<file path="src/rtl/led_pattern_sequencer.sv">
// Five-state LED pattern sequencer: OFF, BLINK, CHASE, DIM, ON.
// A prescaler makes update ticks; each state lasts TICKS_PER_STATE ticks, or until STEP forces an advance.
module led_pattern_sequencer #(
  parameter int CYCLES_PER_TICK = 16000000,
  parameter int TICKS_PER_STATE = 4,
  parameter int NUM_LEDS        = 1,
  parameter int PWM_BITS        = 4,
  parameter int DIM_DUTY        = 4
) (
  input  logic                CLK,
  input  logic                RST_N,
  input  logic                EN,
  input  logic                STEP,
  output logic [NUM_LEDS-1:0] LED,
  output logic [2:0]          STATE,
  output logic                TICK,
  output logic                USBPU
);

  localparam int PW = $clog2(CYCLES_PER_TICK);
  localparam int TW = (TICKS_PER_STATE > 1) ? $clog2(TICKS_PER_STATE) : 1;
  localparam logic [PW-1:0]     PRESC_LAST = PW'(CYCLES_PER_TICK - 1);
  localparam logic [TW-1:0]     TCNT_LAST  = TW'(TICKS_PER_STATE - 1);
  localparam logic [PWM_BITS:0] DUTY       = (PWM_BITS+1)'(DIM_DUTY);

  if (CYCLES_PER_TICK < 2 || TICKS_PER_STATE < 1 || NUM_LEDS < 1 || NUM_LEDS > 16 ||
      PWM_BITS < 1 || DIM_DUTY < 0 || DIM_DUTY > (1 << PWM_BITS)) begin : g_param_err
    $error("led_pattern_sequencer: illegal parameter value");
  end

  typedef enum logic [2:0] {
    S_OFF   = 3'd0,
    S_BLINK = 3'd1,
    S_CHASE = 3'd2,
    S_DIM   = 3'd3,
    S_ON    = 3'd4
  } state_t;

  state_t                state;
  logic [PW-1:0]         presc;
  logic [TW-1:0]         tcnt;
  logic                  phase;
  logic [NUM_LEDS-1:0]   ptr;
  logic [PWM_BITS-1:0]   pwm;

  logic                  tick_ev, last_tick, adv, illegal, dim_on;
  logic [NUM_LEDS-1:0]   ptr_rot;

  function automatic state_t nxt(input state_t s);
    case (s)
      S_OFF:   nxt = S_BLINK;
      S_BLINK: nxt = S_CHASE;
      S_CHASE: nxt = S_DIM;
      S_DIM:   nxt = S_ON;
      default: nxt = S_OFF;
    endcase
  endfunction

  assign tick_ev   = EN && (presc == PRESC_LAST);
  assign last_tick = (tcnt == TCNT_LAST);
  assign adv       = STEP || (tick_ev && last_tick);
  assign illegal   = (state > S_ON);
  // Shift-or rotate collapses to "hold" when there is a single LED.
  assign ptr_rot   = (ptr << 1) | (ptr >> (NUM_LEDS - 1));
  assign dim_on    = ({1'b0, pwm} < DUTY);

  assign STATE = state;
  assign USBPU = 1'b0;

  always_ff @(posedge CLK or negedge RST_N) begin
    if (!RST_N) begin
      state <= S_OFF;
      presc <= '0;
      tcnt  <= '0;
      phase <= 1'b0;
      ptr   <= '0;
      pwm   <= '0;
      LED   <= '0;
      TICK  <= 1'b0;
    end else begin
      TICK <= tick_ev && !STEP;
      if (EN) pwm <= pwm + PWM_BITS'(1);

      // STEP wins over a coincident tick so the state advances only once.
      if (STEP) begin
        presc <= '0;
        tcnt  <= '0;
      end else if (tick_ev) begin
        presc <= '0;
        tcnt  <= last_tick ? '0 : tcnt + TW'(1);
      end else if (EN) begin
        presc <= presc + PW'(1);
      end

      if (adv || illegal) begin
        state <= nxt(state);
        phase <= 1'b0;
        ptr   <= NUM_LEDS'(1);
      end else if (tick_ev) begin
        phase <= ~phase;
        ptr   <= ptr_rot;
      end

      case (state)
        S_BLINK: LED <= {NUM_LEDS{phase}};
        S_CHASE: LED <= ptr;
        S_DIM:   LED <= {NUM_LEDS{dim_on}};
        S_ON:    LED <= '1;
        default: LED <= '0;
      endcase
    end
  end

endmodule

</file>
<file path="config.mk">
export PLATFORM = sky130hd
export DESIGN_NAME = led_pattern_sequencer
export DESIGN_NICKNAME = d
export VERILOG_FILES = /design/src/rtl/led_pattern_sequencer.sv
export SDC_FILE = /design/constraint.sdc
export NUM_CORES = 1
export LEC_CHECK = 0
export ABC_AREA = 1
export BUFFER_PORTS_ARGS = -buffer_cell sky130_fd_sc_hd__buf_2
export CAP_MARGIN = 0
export CORE_MARGIN = 4
export CORE_UTILIZATION = 55
export CTS_CLUSTER_DIAMETER = 60
export DETAILED_ROUTE_END_ITERATION = 12
export PLACE_DENSITY_LB_ADDON = 0.3
export SYNTH_ARGS = -nofsm -noshare
export SYNTH_HDL_FRONTEND = slang
export SYNTH_SLANG_ARGS = --single-unit
</file>
<file path="constraint.sdc">
create_clock -name CLK -period 1.3 [get_ports CLK]
set_input_delay 0.26 -clock CLK [delete_from_list [all_inputs] [get_ports CLK]]
set_output_delay 0.26 -clock CLK [all_outputs]
set_load 0.02 [all_outputs]
</file>
Word-level counts from Yosys, hierarchy flattened
Cells that the tools add are included.
{"block": "op_classes", "magnitude_cmp": 2, "multipliers": 0, "add_sub_neg": 3, "eq_ne": 6, "n_reduce_logical": 10, "bitwise": 1, "n_mux": 10, "n_shift": 0, "div_mod_pow": 0}
{"operator": "24-bit 2-to-1 mux", "n": 3}
{"operator": "24-bit by 1-bit adder with 24-bit output (second input constant)", "n": 1}
{"operator": "24-bit == test (second input constant)", "n": 1}
{"operator": "3-bit case mux with 4 select lines", "n": 1}
{"operator": "3-bit by 2-bit == test with 1-bit output (second input constant)", "n": 2}
{"operator": "2-bit 2-to-1 mux", "n": 3}
{"operator": "4-bit by 1-bit adder with 4-bit output (second input constant)", "n": 1}
{"operator": "4-bit by 3-bit less-than comparator with 1-bit output (second input constant)", "n": 1}
{"operator": "1-bit case mux with 4 select lines", "n": 1}
{"operator": "2-bit nonzero test", "n": 2}
{"operator": "3-bit by 1-bit == test with 1-bit output (second input constant)", "n": 1}
{"operator": "3-bit == test (second input constant)", "n": 1}
{"operator": "3-bit > comparator (second input constant)", "n": 1}
{"operator": "1-bit logical AND", "n": 3}
{"operator": "3-bit logical NOT", "n": 1}
{"operator": "3-bit nonzero test", "n": 1}
{"operator": "2-bit by 1-bit adder with 2-bit output (second input constant)", "n": 1}
{"operator": "2-bit == test (second input constant)", "n": 1}
{"operator": "1-bit logical OR", "n": 2}
{"operator": "1-bit 2-to-1 mux", "n": 2}
{"operator": "1-bit logical NOT", "n": 1}
{"operator": "1-bit inverter", "n": 1}
{"block": "word_totals", "n_memories": 0, "mem_bits_ro": 0, "mem_bits_rw": 0, "word_cells": 40, "latchBits": 0, "ff_bits": 37}

Logic depth before layout (Yosys ltp)
{"block": "logic_depth", "word_depth": 6, "ltp_mapped": 11, "mapped_depth_nobuf": 11}

Least setup slack after synthesis
No wires, ideal clock.
{"block": "synth_timing", "path_type": "reg2reg", "start": "register presc[1]", "end": "register presc[15]", "stages_incl_launch_ff": 10, "slack_ns": -0.107, "arrival_time_ns": 1.287, "n_path_buf": 1, "setup_time_ns": 0.120, "synth_period_minus_slack_ns": 1.407, "cell_sequence": "dfrtp_1 > ha_1 > nand2_1 > nor2_2 > nand2_4 > nor2_4 > nand2_4 > nand2_4 > buf_6 > nor2_1"}
{"block": "synth_between", "elab_chain_len": 4}
{"element": "start: declaration", "line_no": "40", "rtl": "logic [PW-1:0] presc;"}
{"element": "start signal: assignment", "line_no": "92", "rtl": "presc <= presc + PW'(1);"}
{"element": "24-bit by 1-bit adder with 24-bit output or 24-bit == test (tied branches)", "line_no": "92, 59"}
{"element": "24-bit 2-to-1 mux or 1-bit logical AND (tied branches)", "line_no": "91, 59"}
{"element": "24-bit 2-to-1 mux", "line_no": "88", "rtl": "end else if (tick_ev) begin"}
{"element": "24-bit 2-to-1 mux", "line_no": "85", "rtl": "if (STEP) begin"}
Parallel ways exist; a longest one is shown, timed or not. The select of a mux whose other input is x is not followed.
A chain may end at the register's enable or synchronous reset.

Worst setup path in the final report
{"block": "layout_timing", "start": "register presc[1]", "end": "register presc[22]"}
The elaborated chain is that of the path after synthesis.

==> flow_summary.ini <==
[run_status]
status = finished with violations
violations = setup timing

[sta]
rsz0062_at_grt = yes
slew_violations = 0
finClkSkew_ns = 0.0111
fmax_ghz = 0.626
fin_crit_sh = 1.23
setup_viol = 32
min_period_ns = 1.60
hold_viol = 0
worst_slack_ns = -0.297

[yosys]
synth.top_cell.area_share = 0.431
ys.flop_type = dfrtp_1
synth_nets = 292
yosysUniqueCellTypes = 26
synthArstFlopShare = 1.00
ys_top_cells_by_area = dfrtp_1 (43%), nand2_1 (12%), nor2_1 (9.4%), inv_1 (6.3%), nand3_1 (4.0%)
synth_edf_count = 0
synth_commonest_cells = nand2_1 (71), nor2_1 (54), dfrtp_1 (37)
ys_ff_latch = 37
synth_warnings = 0
yosysMostFrequentCell = nand2_1
synth_top_cell_by_area = dfrtp_1
ys_seq_area_frac = 0.431
synthCells = 285
syn_area_mm2 = 0.00215
synth_area_per_cell_um2 = 7.53

[cells_and_area]
n_fill_cell = 240
syn_to_final_growth_pct = 39.8
drive_gt1_frac = 0.370
diodes = 0
stdcell_area_mm2 = 0.00300
final_net_count = 363

[die]
core_mm2 = 0.00372
ios = 10
start_util = 0.577
die_y_um = 70.5
die_w_um = 70.5
rows = 22
dieArea_mm2 = 0.00496

[global_route]
grt_pass1_vias = 2074
grt_max_degree = 23
grt_usage = 0.240
antenna_found_initial = 0
grt_pass1_wl_um = 9400
grt.overflow.total = 0

[critical_path]
critical_path.top_delay_family = simple AND/OR/NAND/NOR gates
rr_startpoint = presc[1]$_DFFE_PN0P_
worst_r2r_path_depth = 10
crit_path_cell_trace = ha_2, nand2_2, nor2_4, nand2_4, nor2_4, nand2_4, nand2_8, inv_6, nand2_1, nor2_1
crit_arrival_ns = 1.80
cp-endpoint = presc[22]$_DFFE_PN0P_
rrSetupSlack_ns = -0.30
timing.rr.end = presc[22]$_DFFE_PN0P_
crit_fanout = 6
slowest_stage = dfrtp_1
cp-startpoint = presc[1]$_DFFE_PN0P_
critPathLaunchType = flop
path_buf_inv = 1
worstSetupPathDepth = 10
required_ns = 1.50
critPathCaptureType = flop
max_stage_delay_ns = 0.39
worst-setup-path-type = flop to flop

[routing]
drt-vias-per-instance = 5.46
num_vias = 2212
drc_errors = 0
first_pass_iters = 5
postRouteAntennaNets = 0
wirelength_um = 6590
wl_per_cell_um = 16.3
initialDrtViolationCount = 178

[power_and_ir_drop]
intPower_mw = 2.21
p_sw_frac = 0.327
pwr-share-clk = 0.329
power.leakage_nw = 1.51
switchingPower_mw = 1.07
ir_drop_mv = 0.987
p_comb_frac = 0.236
power_frac_seq = 0.435
powerDensity_mw_per_mm2 = 1090

[clock_tree]
clock_latency_ns = 0.30
cts.sinks = 37
clk_pin_slew_ns = 0.08
htreeDepth = 2
clock_path_buffers = 2
numCtsBuffers = 5
cts_tree = done
cts-root-buf = clkbuf_8

[placement]
port_buffers = 8
pre_cts_slack_ns = -0.218
postPlaceCellArea_mm2 = 0.00263
place.gp.congestion = 0.862
hpwl_um = 3960

[run]
maxCapViolations = 0

[worst_hold_path]
hold_class = primary input to flop
==> layer usage <==
metal,vias to the layer above,GRT usage,wire (um)
li1,1028,-,-
met1,1050,0.291,2410
met2,105,0.417,3500
met3,29,0.0561,411
met4,0,0.0809,272
met5,-,0,0
==> worst min-delay path by stage <==
stage | from | endpoint | slack (ns) | cells after the start
6_report | STEP | TICK$_DFF_PN0_ | 0.23 | 2
5_1_grt | STEP | TICK$_DFF_PN0_ | 0.23 | 2
4_1_cts | STEP | TICK$_DFF_PN0_ | 0.22 | 2
3_5_place_dp | RST_N | presc[12]$_DFFE_PN0P_ | 0.20 | 1
3_3_place_gp | RST_N | presc[12]$_DFFE_PN0P_ | 0.20 | 1
2_1_floorplan | RST_N | LED$_DFF_PN0_ | -0.04 | 0
==> layout make-up <==
class / instances / area [um^2] / share of cell area
Clock buffer: 6 / 82.6 / 0.0275
Clock inverter: 2 / 37.5 / 0.0125
Inverter: 39 / 154 / 0.0513
Multi-Input combinational cell: 208 / 1240 / 0.413
Sequential cell: 37 / 927 / 0.309
Tap cell: 48 / 60.1 / 0.0200
Timing Repair Buffer: 65 / 498 / 0.166
==> placed cells by master, fill, tap and decap left out, types with 2 or more instances in the layout <==
cell type  count
buf_6          4
nand2_1       59
inv_1         33
nand3_4        2
nand3_2        5
nand2_4        7
nor2_1        45
xnor2_1        3
a21oi_2        2
xor2_1         9
a21oi_1        4
dfrtp_1       36
o21ai_0        4
nand3_1       12
nor2_2         5
nor2_4        13
nor3_1         4
clkbuf_8       6
nand2_2       14
inv_2          4
buf_2          8
buf_4         51
nand4_1       10
ha_1           2
==> through the flow <==
step / total power [mW] / std cells / utilization / hold slack, ns / setup TNS, ns
6_report: 3.28 / 405 / 0.807 / 0.232 / -7.12
5_1_grt: 3.45 / 405 / 0.807 / 0.230 / -8.73
2_1_floorplan: 1.82 / 285 / - / -0.0356 / -1.46
3_3_place_gp: 2.04 / 389 / 0.708 / 0.197 / -1.19
3_5_place_dp: 2.08 / 389 / 0.708 / 0.201 / -4.21
4_1_cts: 3.16 / 401 / 0.758 / 0.220 / -4.44
==> cell families (layout without fill, tap and decap cells) <==
group | after synthesis | after routing | synth area share
compound gates | 12 | 12 | 0.0315
xor+xnor | 12 | 12 | 0.0490
fa+ha+maj | 3 | 3 | 0.0175
flops | 37 | 37 | 0.431
simple gates | 178 | 180 | 0.385
other cells | 1 | 1 | 0.00175
buf+inv | 42 | 112 | 0.0834
==> what timing repair did <==
item | CTS | global route
hold buffers | 1 | 0
pin swaps | 7 | 21
hold endpoints to repair | 15 | 0
setup endpoints to repair | 32 | 32
resized for setup | 7 | 44
buffers inserted | 1 | 4
gates cloned | 2 | 0
==> power by group through the flow <==
| stage | combinational (mW) | sequential [mW] | clock [mW] |
|---|---|---|---|
| after floorplan | 0.348 | 1.47 | 0 |
| final | 0.774 | 1.43 | 1.08 |
| after detailed placement | 0.650 | 1.43 | 0 |
| after CTS | 0.676 | 1.41 | 1.07 |
| after global placement | 0.627 | 1.42 | 0 |
| after global routing | 0.871 | 1.44 | 1.13 |
==> flip-flops by register name, summed over array words and instances, names as in the netlist <==
signal and cells:
TICK 1, STATE 3, LED 1, ptr 1, presc 24, pwm 4, phase 1, tcnt 2
==> worst register-to-register path, delay by kind of cell (launching register included) <==
kind,cells,cell delay (ns)
adders and majority gates,1,0.20
and+or+nand+nor,8,0.86
DFF,1,0.39
buffers and inverters,1,0.05
No activity file was read; power rests on OpenSTA's default activity.
